$ cat config.mk
export PLATFORM = sky130hd
export DESIGN_NAME = c17_resp_misr_flat
export DESIGN_NICKNAME = d
export VERILOG_FILES = /design/src/rtl/c17_resp_misr_if.sv /design/src/rtl/c17_resp_misr.sv /design/src/flat_wrapper.sv
export SDC_FILE = /design/constraint.sdc
export NUM_CORES = 1
export LEC_CHECK = 0
export CAP_MARGIN = 20
export CELL_PAD_IN_SITES_DETAIL_PLACEMENT = 0
export CELL_PAD_IN_SITES_GLOBAL_PLACEMENT = 2
export CORE_AREA = 2 2 86 88
export DETAILED_ROUTE_END_ITERATION = 16
export DIE_AREA = 0 0 88 90
export PLACE_DENSITY_LB_ADDON = 0.3
export SETUP_SLACK_MARGIN = 0.3
export SLEW_MARGIN = 20
export SYNTH_ARGS = -nofsm -noshare
export SYNTH_HDL_FRONTEND = slang
export SYNTH_SLANG_ARGS = --single-unit
$ cat constraint.sdc
create_clock -name clk -period 3.5 [get_ports clk]
set_input_delay 1.05 -clock clk [delete_from_list [all_inputs] [get_ports clk]]
set_output_delay 1.05 -clock clk [all_outputs]
set_load 0.02 [all_outputs]
$ cat src/rtl/c17_resp_misr_if.sv
// ============================================================================
// Module   : c17_resp_misr_if
// Brief    : Control/response bundle between a c17 bench driver and the MISR.
// Revision : 1.0 - initial release
// ============================================================================
`default_nettype none

interface c17_resp_misr_if #(
  parameter int SIG_W = 16,
  parameter int CNT_W = 5
);
  logic             start;
  logic             in_valid;
  logic             N22;
  logic             N23;
  logic [SIG_W-1:0] golden_sig;
  logic             accept;
  logic             busy;
  logic             done;
  logic             pass;
  logic [SIG_W-1:0] signature;
  logic [CNT_W-1:0] vec_count;

  modport master (
    output start, in_valid, N22, N23, golden_sig,
    input  accept, busy, done, pass, signature, vec_count
  );

  modport slave (
    input  start, in_valid, N22, N23, golden_sig,
    output accept, busy, done, pass, signature, vec_count
  );
endinterface

`default_nettype wire

$ cat src/rtl/c17_resp_misr.sv
// ============================================================================
// Module   : c17_resp_misr
// Brief    : Aligns c17 responses to their input strobes and folds them into a
//            16-bit MISR, then compares the final signature against golden.
// Revision : 1.0 - initial release
// ============================================================================
`default_nettype none

module c17_resp_misr #(
  parameter int          LATENCY = 2,
  parameter int          NUM_VEC = 16,
  parameter int          SIG_W   = 16,
  parameter logic [15:0] POLY    = 16'h1021,
  parameter logic [15:0] SEED    = 16'hFFFF,
  parameter int          CNT_W   = $clog2(NUM_VEC + 1)
) (
  input  wire logic        clk,
  input  wire logic        rst_n,
  c17_resp_misr_if.slave   bus
);

  localparam logic [1:0] c_IDLE  = 2'd0;
  localparam logic [1:0] c_RUN   = 2'd1;
  localparam logic [1:0] c_DRAIN = 2'd2;
  localparam logic [1:0] c_DONE  = 2'd3;

  localparam logic [CNT_W-1:0] c_NUM_VEC = CNT_W'(NUM_VEC);
  localparam logic [CNT_W-1:0] c_ONE     = CNT_W'(1);

  logic [1:0]         state_q,     state_d;
  logic [CNT_W-1:0]   issue_cnt_q, issue_cnt_d;
  logic [CNT_W-1:0]   vec_count_q, vec_count_d;
  logic [SIG_W-1:0]   sig_q,       sig_d;
  logic               pass_q,      pass_d;
  logic [LATENCY-1:0] vpipe_q,     vpipe_d;

  logic               w_active;
  logic               w_accept;
  logic               w_compact;
  logic [SIG_W-1:0]   w_sig_step;
  logic [LATENCY-1:0] w_vpipe_shift;

  assign w_active  = (state_q == c_RUN) || (state_q == c_DRAIN);
  assign w_accept  = bus.in_valid && (state_q == c_RUN) && (issue_cnt_q < c_NUM_VEC);
  assign w_compact = w_active && vpipe_q[LATENCY-1];

  // Galois-style shift with the 2-bit response XORed into the low end.
  assign w_sig_step = {sig_q[SIG_W-2:0], 1'b0}
                    ^ (sig_q[SIG_W-1] ? POLY : {SIG_W{1'b0}})
                    ^ {{(SIG_W-2){1'b0}}, bus.N23, bus.N22};

  generate
    if (LATENCY == 1) begin : g_vpipe_single
      assign w_vpipe_shift = w_accept;
    end else begin : g_vpipe_multi
      assign w_vpipe_shift = {vpipe_q[LATENCY-2:0], w_accept};
    end
  endgenerate

  always_comb begin
    state_d     = state_q;
    issue_cnt_d = issue_cnt_q;
    vec_count_d = vec_count_q;
    sig_d       = sig_q;
    pass_d      = pass_q;
    vpipe_d     = vpipe_q;

    case (state_q)
      c_IDLE, c_DONE: begin
        // The start edge only initialises; vectors are taken from the next cycle.
        if (bus.start) begin
          state_d     = c_RUN;
          sig_d       = SEED;
          issue_cnt_d = '0;
          vec_count_d = '0;
          vpipe_d     = '0;
          pass_d      = 1'b0;
        end
      end

      c_RUN, c_DRAIN: begin
        vpipe_d = w_vpipe_shift;

        if (w_accept) begin
          issue_cnt_d = issue_cnt_q + c_ONE;
        end

        if (w_compact) begin
          sig_d = w_sig_step;
          if (vec_count_q < c_NUM_VEC) begin
            vec_count_d = vec_count_q + c_ONE;
          end
        end

        if ((state_q == c_RUN) && (issue_cnt_d == c_NUM_VEC)) begin
          state_d = c_DRAIN;
        end

        // Verdict uses the signature being written on this same edge.
        if ((state_q == c_DRAIN) && (vec_count_d == c_NUM_VEC)) begin
          state_d = c_DONE;
          pass_d  = (sig_d == bus.golden_sig);
        end
      end

      default: begin
        state_d = c_IDLE;
      end
    endcase
  end

  always_ff @(posedge clk or negedge rst_n) begin
    if (!rst_n) begin
      state_q     <= c_IDLE;
      issue_cnt_q <= '0;
      vec_count_q <= '0;
      sig_q       <= SEED;
      pass_q      <= 1'b0;
      vpipe_q     <= '0;
    end else begin
      state_q     <= state_d;
      issue_cnt_q <= issue_cnt_d;
      vec_count_q <= vec_count_d;
      sig_q       <= sig_d;
      pass_q      <= pass_d;
      vpipe_q     <= vpipe_d;
    end
  end

  assign bus.accept    = w_accept;
  assign bus.busy      = w_active;
  assign bus.done      = (state_q == c_DONE);
  assign bus.pass      = pass_q;
  assign bus.signature = sig_q;
  assign bus.vec_count = vec_count_q;

endmodule

`default_nettype wire

$ cat src/flat_wrapper.sv
// flat-port wrapper written by rule: the top's interface ports become plain ports
module c17_resp_misr_flat 
#(
  parameter int          LATENCY = 2,
  parameter int          NUM_VEC = 16,
  parameter int          SIG_W   = 16,
  parameter logic [15:0] POLY    = 16'h1021,
  parameter logic [15:0] SEED    = 16'hFFFF,
  parameter int          CNT_W   = $clog2(NUM_VEC + 1)
)
  (clk, rst_n, bus_start, bus_in_valid, bus_N22, bus_N23, bus_golden_sig, bus_accept, bus_busy, bus_done, bus_pass, bus_signature, bus_vec_count);
  c17_resp_misr_if #(.SIG_W(SIG_W), .CNT_W(CNT_W)) bus_i ();
  input  wire logic clk;
  input  wire logic rst_n;
  input wire logic [$bits(bus_i.start)-1:0] bus_start;
  input wire logic [$bits(bus_i.in_valid)-1:0] bus_in_valid;
  input wire logic [$bits(bus_i.N22)-1:0] bus_N22;
  input wire logic [$bits(bus_i.N23)-1:0] bus_N23;
  input wire logic [$bits(bus_i.golden_sig)-1:0] bus_golden_sig;
  output wire logic [$bits(bus_i.accept)-1:0] bus_accept;
  output wire logic [$bits(bus_i.busy)-1:0] bus_busy;
  output wire logic [$bits(bus_i.done)-1:0] bus_done;
  output wire logic [$bits(bus_i.pass)-1:0] bus_pass;
  output wire logic [$bits(bus_i.signature)-1:0] bus_signature;
  output wire logic [$bits(bus_i.vec_count)-1:0] bus_vec_count;
  assign bus_i.start = bus_start;
  assign bus_i.in_valid = bus_in_valid;
  assign bus_i.N22 = bus_N22;
  assign bus_i.N23 = bus_N23;
  assign bus_i.golden_sig = bus_golden_sig;
  assign bus_accept = bus_i.accept;
  assign bus_busy = bus_i.busy;
  assign bus_done = bus_i.done;
  assign bus_pass = bus_i.pass;
  assign bus_signature = bus_i.signature;
  assign bus_vec_count = bus_i.vec_count;
  c17_resp_misr #(.LATENCY(LATENCY), .NUM_VEC(NUM_VEC), .SIG_W(SIG_W), .POLY(POLY), .SEED(SEED), .CNT_W(CNT_W)) u_core (.clk(clk), .rst_n(rst_n), .bus(bus_i));
endmodule
==> results.toml, run 1 <==
[run_status]
status = "finished clean"

[clock_network]
postCtsHoldBufs = 0
clk_latency_ps = 300
cts_max_path_buffers = 2
h-tree-depth = 2
cts_setup_buffers = 0
cts_made_buffers = 5
root_buffer = "clkbuf_8"
clk_pin_slew_ps = 70
cts_tree = "done"
clock_sinks = 31

[routing]
num_vias = 2042
remaining_drc_errors = 0
drt_iter0_drc = 121
dr_wl_met3_um = 361
wirelength_um = 6370
wl_per_cell_um = 16.1
highest_layer = "met4"
ant_nets = 0
first_pass_iters = 4
met2_length_um = 2940
post_drt_via_cell_ratio = 5.16
m1WireLength_um = 2990

[layout]
nets = 323
postLayoutCoreUtil = 0.416
area_delta_synth_final_pct = 30.6
multiInputGateArea_um2 = 1300
antenna_cells = 0
seq_area_um2 = 796
drive_above_1_share = 0.145
nFillCells = 722

[place]
detailedPlace.worstSlack_ps = 26.3
dp_hpwl_um = 4500
place_congestion = 0.821
numPortBuffers = 46

[yosys]
syn-num-nets = 277
ys_top_cells_by_count = "30 x nand2_1, 19 x o21ai_0, 17 x inv_1"
synth_seq_cells = 31
netlist.area_leader.share = 0.188
synth_async_sr_flop_share = 1.00
synthTopCellsByArea = "dfstp_2 19%, dfrtp_1 17%, xnor2_1 5.9%"
synth.most_common_cell = "nand2_1"
yosys.area.top_type = "dfstp_2"
yosysWarnings = 0
ys_types = 55
synth_edf_count = 0
synthFlopType = "dfstp_2"
postSynthCellCount = 250
seq_area_frac_synth = 0.356
syn_avg_cell_area_um2 = 8.95
netlist_area_um2 = 2240

[worst_setup_path]
reg2regPathDepth = 9
start_kind = "primary input"
crit_path_end_kind = "primary output"
slowest_stage = "clkdlybuf4s50_1"
path_class = "in2out"
critPathLaunch = "bus_in_valid"
cp_data_arrival_time_ps = 1990
worstReg2RegStart = "u_core.state_q[0]"
critPathMaxStageDelay_ps = 470
worstPathRequired_ps = 2450
crit_chain = "clkdlybuf4s50_1 > nor2b_1 > nand2_1 > inv_1 > clkbuf_2"
path_max_fanout = 2

[sta]
fin_hold_ws_ps = 482
drv_slew = 0
tightest_slew_ps = 709
rsz0062_at_grt = "false"
slew_headroom = 0.526
fin_skew_ps = 8.57
period_share = 0.869
fin_crit_ps = 3040
finalHoldViolCount = 0
fmax_ghz = 0.329
setup_ws_ps = 460
finalSetupTns_ps = 0
report.final.setup_viol = 0

[grt]
grt_pass1_wl_um = 10400
antenna_found_initial = 0
grt_overflow_total = 0
grt_pass1_vias = 1953
grt_max_degree = 36
track_usage = 0.169

[floorplan]
dieArea_um2 = 7920
fp.dieW_um = 88
core_um2 = 7020
start_util = 0.319
io_pins = 47
rows = 31
die_h_um = 90

[min_path]
hold_class = "reg2reg"
min_from = "u_core.vpipe_q[0]"
holdPathStages = 2

[pwr]
ir_drop_uv = 301
p_per_area_nw_per_um2 = 679
leakage_nw = 1.23

[flow_run]
max_cap_violations = 0
==> what timing repair did <==
| item | 4_1_cts | 5_1_grt |
|---|---|---|
| gates cloned | 0 | 0 |
| setup endpoints to repair | 1 | 2 |
| resized for setup | 2 | 2 |
==> cell usage in the layout (no fill, tap or decap), types with 4 or more instances in the layout <==
cell and count:
xor2_1 8, mux2i_1 10, nor2b_1 4, clkbuf_8 6, xnor2_1 15, clkdlybuf4s50_1 45, ha_1 4, a21oi_1 10
nor2_1 9, o22ai_1 11, buf_4 9, inv_1 17, o21ai_0 19, dfrtp_1 15, dfstp_2 16, nand2_1 30
a31oi_1 8, nor3_1 8, o211a_1 7
==> cell families after synthesis <==
kind of cell               Yosys count  synth area share
buffers and inverters               33            0.0649
DFF                                 31             0.356
muxes                               10            0.0447
xor gates and xnor gates            24             0.101
adders and majority gates            5            0.0280
AOI/OAI and AO/OA                   80             0.251
and+or+nand+nor                     67             0.155
==> cell type report <==
| type | count | area share |
|---|---|---|
| inverters | 17 | 0.0218 |
| repair buffers | 55 | 0.179 |
| clock inverters | 2 | 0.0120 |
| well taps | 99 | 0.0424 |
| multi-input cells | 186 | 0.444 |
| flip-flops and latches | 31 | 0.272 |
| clock buffers | 6 | 0.0283 |
==> metrics by stage <==
stage,instance area (um2),std cells,power (mW)
final,2920,396,1.98
after global routing,2920,396,2.13
after CTS,2930,396,2.00
after detailed placement,2810,388,1.61
after global placement,2810,388,1.61
after floorplan,2240,250,1.26
==> worst max-delay path, delay by kind of cell <==
kind	cells	cell delay (ps)
AND/OR/NAND/NOR	2	260
buffers and inverters	3	680
==> layer usage <==
layer  global-route usage  vias to the layer above
met2                0.258                       54
li1                     -                     1005
met4               0.0397                        0
met3               0.0459                        8
met1                0.236                      975
met5                    0                        -
==> sequential cells by signal, summed over array words and instances (netlist names) <==
signal,count
u_core.bus.pass,1
u_core.state_q,2
u_core.bus.vec_count,5
u_core.bus.signature,16
u_core.issue_cnt_q,5
u_core.vpipe_q,2
==> power breakdown <==
part / total, mW / switching, mW / internal (mW)
Sequential: 0.623 / 0.139 / 0.484
Combinational: 0.979 / 0.538 / 0.441
Clock: 0.382 / 0.152 / 0.230
==> path summary, 6_finish.rpt <==
path,to,slack (ps)
worst max register to register,u_core.bus.pass,820
worst max-delay path,bus_accept,460
max in group asynchronous,u_core.bus.signature[12],1990
min in group asynchronous,u_core.bus.vec_count[0],1170
worst min-delay path,u_core.vpipe_q[0],480
worst min register to register,u_core.vpipe_q[0],480
(Power assumes the default switching activity.)
==> inputs of run 2 (changes only) <==
--- a/config.mk
+++ b/config.mk
@@ -9,8 +9,10 @@
 export CELL_PAD_IN_SITES_DETAIL_PLACEMENT = 0
 export CELL_PAD_IN_SITES_GLOBAL_PLACEMENT = 2
 export CORE_AREA = 2 2 86 88
+export CTS_CLUSTER_DIAMETER = 150
 export DETAILED_ROUTE_END_ITERATION = 16
 export DIE_AREA = 0 0 88 90
+export HOLD_SLACK_MARGIN = 0.03
 export PLACE_DENSITY_LB_ADDON = 0.3
 export SETUP_SLACK_MARGIN = 0.3
 export SLEW_MARGIN = 20
==> results of run 2 <==
No change in the layout: final DEF, timing and power equal those of run 1.
